--- src/rtl/gate_sequencer_if.sv ---
// Signal bundle between the gate sequencer and its host / gate-under-test harness.
// The slave modport is the sequencer's view; the master modport is the environment's view.
interface gate_sequencer_if;
   localparam int unsigned TBL_W = 4;

   logic             start;
   logic             abort;
   logic [TBL_W-1:0] expected;
   logic             dut_in_1;
   logic             dut_in_0;
   logic             dut_out_0;
   logic             busy;
   logic             done;
   logic             pass;
   logic [TBL_W-1:0] table_out;

   modport master (
      output start, abort, expected, dut_out_0,
      input  dut_in_1, dut_in_0, busy, done, pass, table_out
   );

   modport slave (
      input  start, abort, expected, dut_out_0,
      output dut_in_1, dut_in_0, busy, done, pass, table_out
   );
endinterface

--- src/rtl/gate_sequencer.sv ---
// Walks a 2-input gate through its four input vectors, settles, samples the output,
// and compares the measured truth table against a latched expected table.
module gate_sequencer #(
   parameter int unsigned SETTLE_CYCLES = 4
) (
   input logic             clk,
   input logic             rst_n,
   gate_sequencer_if.slave bus
);
   localparam int unsigned CNT_W      = 8;
   localparam int unsigned IDX_W      = 2;
   localparam int unsigned TBL_W      = 4;
   localparam int unsigned SETTLE_EFF = (SETTLE_CYCLES == 0) ? 1 : SETTLE_CYCLES;
   localparam logic [CNT_W-1:0] CNT_LAST = CNT_W'(SETTLE_EFF - 1);
   localparam logic [IDX_W-1:0] IDX_LAST = IDX_W'(TBL_W - 1);

   typedef enum logic [1:0] {
      IDLE   = 2'd0,
      SETTLE = 2'd1,
      SAMPLE = 2'd2,
      DONE   = 2'd3
   } state_t;

   state_t           state_q, state_d;
   logic [IDX_W-1:0] idx_q, idx_d;
   logic [CNT_W-1:0] cnt_q, cnt_d;
   logic [TBL_W-1:0] exp_q, exp_d;
   logic [TBL_W-1:0] tbl_q, tbl_d;
   logic             pass_q, pass_d;
   logic [1:0]       din_q, din_d;
   logic             busy_q, busy_d;
   logic             done_q, done_d;

   // State register; every output is a flop so reset clears them without a clock.
   always_ff @(posedge clk or negedge rst_n) begin
      if (!rst_n) begin
         state_q <= IDLE;
         idx_q   <= '0;
         cnt_q   <= '0;
         exp_q   <= '0;
         tbl_q   <= '0;
         pass_q  <= 1'b0;
         din_q   <= '0;
         busy_q  <= 1'b0;
         done_q  <= 1'b0;
      end else begin
         state_q <= state_d;
         idx_q   <= idx_d;
         cnt_q   <= cnt_d;
         exp_q   <= exp_d;
         tbl_q   <= tbl_d;
         pass_q  <= pass_d;
         din_q   <= din_d;
         busy_q  <= busy_d;
         done_q  <= done_d;
      end
   end

   // Next state; outputs are derived from the next state so they line up with it.
   always_comb begin
      state_d = state_q;
      idx_d   = idx_q;
      cnt_d   = cnt_q;
      exp_d   = exp_q;
      tbl_d   = tbl_q;
      pass_d  = pass_q;

      case (state_q)
         IDLE: begin
            if (bus.start) begin
               exp_d   = bus.expected;
               tbl_d   = '0;
               pass_d  = 1'b0;
               idx_d   = '0;
               cnt_d   = '0;
               state_d = SETTLE;
            end
         end
         SETTLE: begin
            if (bus.abort) begin
               pass_d  = 1'b0;
               state_d = IDLE;
            end else begin
               cnt_d = cnt_q + CNT_W'(1);
               if (cnt_q == CNT_LAST) begin
                  state_d = SAMPLE;
               end
            end
         end
         SAMPLE: begin
            // Abort wins over the capture so a cancelled vector leaves no trace.
            if (bus.abort) begin
               pass_d  = 1'b0;
               state_d = IDLE;
            end else begin
               tbl_d[idx_q] = bus.dut_out_0;
               cnt_d        = '0;
               if (idx_q == IDX_LAST) begin
                  pass_d  = (tbl_d == exp_q);
                  state_d = DONE;
               end else begin
                  idx_d   = idx_q + IDX_W'(1);
                  state_d = SETTLE;
               end
            end
         end
         DONE: begin
            state_d = IDLE;
         end
         default: begin
            state_d = IDLE;
         end
      endcase

      busy_d = (state_d == SETTLE) || (state_d == SAMPLE);
      done_d = (state_d == DONE);
      din_d  = busy_d ? idx_d : 2'b00;
   end

   assign bus.dut_in_1  = din_q[1];
   assign bus.dut_in_0  = din_q[0];
   assign bus.busy      = busy_q;
   assign bus.done      = done_q;
   assign bus.pass      = pass_q;
   assign bus.table_out = tbl_q;

endmodule

--- src/flat_wrapper.sv ---
// flat-port wrapper written by rule: the top's interface ports become plain ports
module gate_sequencer_flat 
#(
   parameter int unsigned SETTLE_CYCLES = 4
)
  (clk, rst_n, bus_start, bus_abort, bus_expected, bus_dut_out_0, bus_dut_in_1, bus_dut_in_0, bus_busy, bus_done, bus_pass, bus_table_out);
  gate_sequencer_if bus_i ();
  input logic clk;
  input logic rst_n;
  input wire logic [$bits(bus_i.start)-1:0] bus_start;
  input wire logic [$bits(bus_i.abort)-1:0] bus_abort;
  input wire logic [$bits(bus_i.expected)-1:0] bus_expected;
  input wire logic [$bits(bus_i.dut_out_0)-1:0] bus_dut_out_0;
  output wire logic [$bits(bus_i.dut_in_1)-1:0] bus_dut_in_1;
  output wire logic [$bits(bus_i.dut_in_0)-1:0] bus_dut_in_0;
  output wire logic [$bits(bus_i.busy)-1:0] bus_busy;
  output wire logic [$bits(bus_i.done)-1:0] bus_done;
  output wire logic [$bits(bus_i.pass)-1:0] bus_pass;
  output wire logic [$bits(bus_i.table_out)-1:0] bus_table_out;
  assign bus_i.start = bus_start;
  assign bus_i.abort = bus_abort;
  assign bus_i.expected = bus_expected;
  assign bus_i.dut_out_0 = bus_dut_out_0;
  assign bus_dut_in_1 = bus_i.dut_in_1;
  assign bus_dut_in_0 = bus_i.dut_in_0;
  assign bus_busy = bus_i.busy;
  assign bus_done = bus_i.done;
  assign bus_pass = bus_i.pass;
  assign bus_table_out = bus_i.table_out;
  gate_sequencer #(.SETTLE_CYCLES(SETTLE_CYCLES)) u_core (.clk(clk), .rst_n(rst_n), .bus(bus_i));
endmodule
--- config.mk ---
export PLATFORM = sky130hd
export DESIGN_NAME = gate_sequencer_flat
export DESIGN_NICKNAME = d
export VERILOG_FILES = /design/src/rtl/gate_sequencer_if.sv /design/src/rtl/gate_sequencer.sv /design/src/flat_wrapper.sv
export SDC_FILE = /design/constraint.sdc
export NUM_CORES = 1
export LEC_CHECK = 0
export ABC_CLOCK_PERIOD_IN_PS = 4390
export BUFFER_PORTS_ARGS = -buffer_cell sky130_fd_sc_hd__buf_2
export CAP_MARGIN = 20
export CORE_MARGIN = 3
export CORE_UTILIZATION = 62
export CTS_BUF_LIST = sky130_fd_sc_hd__clkbuf_4
export CTS_CLUSTER_DIAMETER = 30
export DETAILED_ROUTE_END_ITERATION = 12
export GPL_ROUTABILITY_DRIVEN = 0
export PLACE_DENSITY = 0.95
export SLEW_MARGIN = 10
export SYNTH_ARGS = -nofsm -noshare
export SYNTH_HDL_FRONTEND = slang
export SYNTH_SLANG_ARGS = --single-unit
--- constraint.sdc ---
create_clock -name clk -period 4.39 [get_ports clk]
set_input_delay 0.439 -clock clk [delete_from_list [all_inputs] [get_ports clk]]
set_output_delay 0.439 -clock clk [all_outputs]
set_load 0.05 [all_outputs]
### Yosys cells after proc, flatten, opt, wreduce, memory -nomap -nowiden

Cells that the tools add are included.

* mux-type cells: 26
* reductions and logical operators: 9
* equality and inequality tests: 14
* add/sub/neg operators: 2
* $lt $le $gt $ge: 2

Operator list (number)
* 8-bit two-way mux: 3
* 8-bit case mux with 3 select lines: 1
* 2-bit two-way mux: 9
* 2-bit equality test, second input constant: 5
* 8-bit by 1-bit adder with 8-bit output, second input constant: 1
* 8-bit by 2-bit equality test with 1-bit output, second input constant: 1
* 4-bit two-way mux: 2
* 2-bit != test, second input constant: 4
* 2-bit case mux with 4 select lines: 1
* 4-bit case mux with 2 select lines: 1
* 4-bit AND reduction: 2
* 1-bit two-way mux: 5
* 4-bit bitwise mux: 1
* 2-bit by 1-bit equality test with 1-bit output, second input constant: 2
* 4-bit equality test: 1
* 2-bit case mux with 2 select lines: 1
* 2-bit by 3-bit less-than comparator with 1-bit output, second input constant: 1
* 3-bit by 2-bit != test with 1-bit output, second input constant: 1
* 1-bit case mux with 3 select lines: 1
* 3-bit AND reduction: 1
* 3-bit nonzero test: 1
* 2-bit by 1-bit adder with 2-bit output, second input constant: 1
* 1-bit demux with 2-bit select: 1
* 2-bit by 1-bit >= comparator with 1-bit output, second input constant: 1
* 5 further kinds: 5

* input port bits: 9
* output and inout bits: 9
* logic and storage cells: 62
* flip-flop bits (word level): 25

### Longest topological paths before layout

* depth in word-level cells: 9
* mapped depth: 6
* depth with buffers taken out: 6

### Worst setup path before layout

OpenSTA, ideal clock, no wires.

* path type: register to register
* from: register u_core.state_q[0]
* to: register u_core.din_q[0]
* buffers on the path: 1
* cell stages (with the launch flop): 7
* library setup time: 119 ps
* period minus slack after synthesis: 1546 ps
* path slack: 2844 ps
* arrival: 1427 ps
* required time: 4271 ps
* cells stage by stage: dfrtp_1 > buf_4 > nor3b_4 > nor2_1 > o21ai_0 > ha_1 > and2_1

* longest elaborated chain between the ends: 6
* elaborated cells between the ends (all ways): 13
* classes of those cells: eq/ne: 5; mux: 6; reduce/logical: 2

Ends and longest elaborated chain
* start: declaration: line gate_sequencer.sv:24 `state_t state_q, state_d;`
* start signal: assignment: line gate_sequencer.sv:47 `state_q <= state_d;`
* 2-bit two-way mux: line gate_sequencer.sv:85 `if (cnt_q == CNT_LAST) begin`
* 2-bit two-way mux: line gate_sequencer.sv:80 `if (bus.abort) begin`
* 2-bit case mux with 4 select lines (*): line gate_sequencer.sv:68 `case (state_q)`
* via u_core.state_d[0]: line gate_sequencer.sv:24
* 2-bit by 1-bit equality test with 1-bit output / 2-bit equality test (equally long branches): line gate_sequencer.sv:115 `busy_d = (state_d == SETTLE) || (state_d == SAMPLE);`
* 1-bit logical OR (*): line gate_sequencer.sv:115
* via u_core.busy_d: line gate_sequencer.sv:31 `logic busy_q, busy_d;`
* 2-bit two-way mux (*): line gate_sequencer.sv:117 `din_d = busy_d ? idx_d : 2'b00;`
* via u_core.din_d[0]: line gate_sequencer.sv:30 `logic [1:0] din_q, din_d;`
* end signal: assignment: line gate_sequencer.sv:53 `din_q <= din_d;`
* end: declaration: line gate_sequencer.sv:30

Mark *: on every way through the listed nets, which the timed path passes. The rest lies on a longest branch.
A chain may end at the register's enable or synchronous reset.

### Worst setup path in the final report

* from: register u_core.state_q[1]
* to: register u_core.din_q[1]

* elaborated cells between the ends (all ways): 13
* classes of those cells: eq/ne: 5; mux: 6; reduce/logical: 2

RTL lines (line)
* 2-bit equality test, or another cell as far along: gate_sequencer.sv:68
* 2-bit case mux with 4 select lines (*): gate_sequencer.sv:68
* via u_core.state_d[0]: gate_sequencer.sv:24
* 2-bit by 1-bit equality test with 1-bit output / 2-bit equality test (equally long branches): gate_sequencer.sv:115
* 1-bit logical OR (*): gate_sequencer.sv:115
* via u_core.busy_d: gate_sequencer.sv:31
* 2-bit two-way mux (*): gate_sequencer.sv:117
* via u_core.din_d[1]: gate_sequencer.sv:30

Marks and branches as above.

==> impl_metrics.yaml <==
worst_setup_path:
  start_kind: "flop"
  r2r_setup_slack_ns: 2.50
  cp.arrival_ns: 2.12
  crit_type: "reg2reg"
  crit_path_end_kind: "flop"
  crit_fanout: 11
  required_ns: 4.61
synth:
  synth_most_common_cell: "dfrtp_1"
  synth.top_cell.area_share: 0.5071
  synth-main-ff-cell: "dfrtp_1"
  ys_seq_area_frac: 0.5071
  ys_types: 34
  synth_edf_count: 0
  synth_area_sq_mm: 0.001234
  ys_top_cells_by_count: "dfrtp_1, nor2_1, nand2_1, o21ai_0"
  syn-mean-instance-area_sq_um: 10.73
  yosys.area.top_type: "dfrtp_1"
  async_flop_share: 1.000
  synthTopCellsByArea: "dfrtp_1, mux2_2, xor2_1"
  syn_inst: 115
  yosys_register_bits: 25
  synth.net_count: 126
  ys_warn_count: 0
sta:
  setup_violations: 0
  slew_headroom: 0.5787
  rsz0062_at_grt: "false"
  fin_ws_ns: 2.496
  fin_setup_tns_ns: 0
  drv_slew: 0
  finalCritPeriodShare: 0.4315
  period_needed_ns: 1.894
  whs_ns: 0.08794
  worst_slew_pin_slew_ns: 0.6240
  final-hold-violation-count: 0
  finalClockSkew_ns: 0.006478
  fmax_mhz: 527.9
global_routing:
  antenna_found_initial: 0
  grt_pass1_vias: 871
  grt_max_degree: 26
  grt_overflow: 0
  grt_util_all_layers: 0.2193
  grt_pass1_wl_microns: 4167
pwr:
  p_leak_nw: 0.6447
  p_total_mw: 0.5223
  power-per-cell-area_mw_per_mm2: 383.4
  ir_worst_vdd_v: 0.0003675
place:
  pre_cts_ws_ns: 2.550
  dp_hpwl_microns: 1786
  io_buffer_count: 17
cells_and_area:
  area_growth_pct: 10.45
  n_antenna_cell: 0
  fillerInstances: 124
  layout-drive-gt1-share: 0.2313
  utilization: 0.7563
  nets: 146
routing:
  postRouteAntennaNets: 0
  first_pass_iters: 4
  vias: 906
  wl_per_cell_microns: 14.70
  drt-total-wl_microns: 2337
  viasPerCell: 5.698
  drc: 0
  drt_iter0_drc: 20
die:
  die_w_microns: 50.61
  num_io_pins: 18
  core_area_sq_mm: 0.001802
  dieArea_sq_mm: 0.002561
  placementRows: 15
  die_h_microns: 50.61
  start_util: 0.6847
clocking:
  cts_resized: 0
  root_buffer: "clkbuf_4"
  insertion_delay_ns: 0.31
  cts_buffers: 3
  clock_sinks: 25
  htree_levels: 1
  clk_pin_slew_ns: 0.13
  postCtsSetupBuffers: 0
  cts_hold_buffers: 0
  clockBufferDepth: 2
  cts_tree: "yes"
min_path:
  hp-class: "in2async"
outcome:
  status: "finished, final reports clean"
job:
  drv_cap: 0
## routing by layer
layer	track usage	wire length, microns	up-vias
li1	-	-	447
met1	0.2829	1065	438
met2	0.3674	1189	18
met3	0.03561	56	3
met4	0.08520	27	0
met5	0	0	-
## power by group
group,switching [mW],total (mW),internal (mW)
Clock,0.0647,0.0988,0.0341
Combinational,0.0775,0.131,0.0534
Sequential,0.0316,0.293,0.261
Total,0.174,0.522,0.349
## cells by family after synthesis
| group | share of synthesized area |
|---|---|
| XOR/XNOR | 0.05680 |
| buffers and inverters | 0.01521 |
| multiplexers | 0.07809 |
| AND/OR/NAND/NOR | 0.2181 |
| AO/OA/AOI/OAI | 0.1045 |
| adder cells (fa/ha/maj) | 0.02028 |
| flip-flops | 0.5071 |
## per-stage QoR
stage	std cells	cell area, sq um
after global placement	155	1335
after CTS	159	1363
final	159	1363
after global routing	159	1363
after detailed placement	155	1335
after floorplan	115	1234
## critical path, cell delays in order (launching register included)
cell	delay, ns
dfrtp_1	0.60
nor3b_2	0.43
nor2_1	0.16
o21ai_0	0.15
ha_1	0.31
and2_1	0.15
## path summary, 6_finish.rpt
| path | from | to | cells past startpoint |
|---|---|---|---|
| max in group asynchronous | rst_n | u_core.bus.table_out[3] | 1 |
| worst min register to register | u_core.bus.pass | u_core.bus.pass | 2 |
| min in group clk | bus_expected[2] | u_core.exp_q[2] | 2 |
| worst min-delay path | rst_n | u_core.cnt_q[1] | 1 |
| worst max-delay path | u_core.state_q[1] | u_core.din_q[1] | 5 |
| worst max register to register | u_core.state_q[1] | u_core.din_q[1] | 5 |
## cell type report
| class | count | area (sq um) | share of cell area |
|---|---|---|---|
| sequential | 25 | 625.6 | 0.4591 |
| tap | 25 | 31.28 | 0.02296 |
| timing repair buffer | 17 | 85.08 | 0.06244 |
| clock buffer | 3 | 22.52 | 0.01653 |
| clock inverter | 1 | 5.005 | 0.003673 |
| multi-input combinational | 87 | 589.3 | 0.4325 |
| inverter | 1 | 3.754 | 0.002755 |
## flip-flops by register name, summed over array words and instances, names as in the netlist
name and cells:
u_core.din_q 2, u_core.bus.table_out 4, u_core.bus.done 1, u_core.bus.pass 1, u_core.state_q 2, u_core.cnt_q 8
u_core.idx_q 2, u_core.exp_q 4, u_core.bus.busy 1
## placed cells by master (no fill, tap or decap), drive strengths merged, types with 2 or more instances in the layout
cell type and n:
or3 2, nor2 11, nand2b 2, clkbuf 3, nor2b 2, buf 17
nor3b 4, dfrtp 25, nor3 2, a21oi 6, o21ai 11, ha 2
nand3 5, mux2i 4, xnor2 2, nand2 10, mux2 5, xor2 6
and2 2
Power figures use the tool's default switching activity.
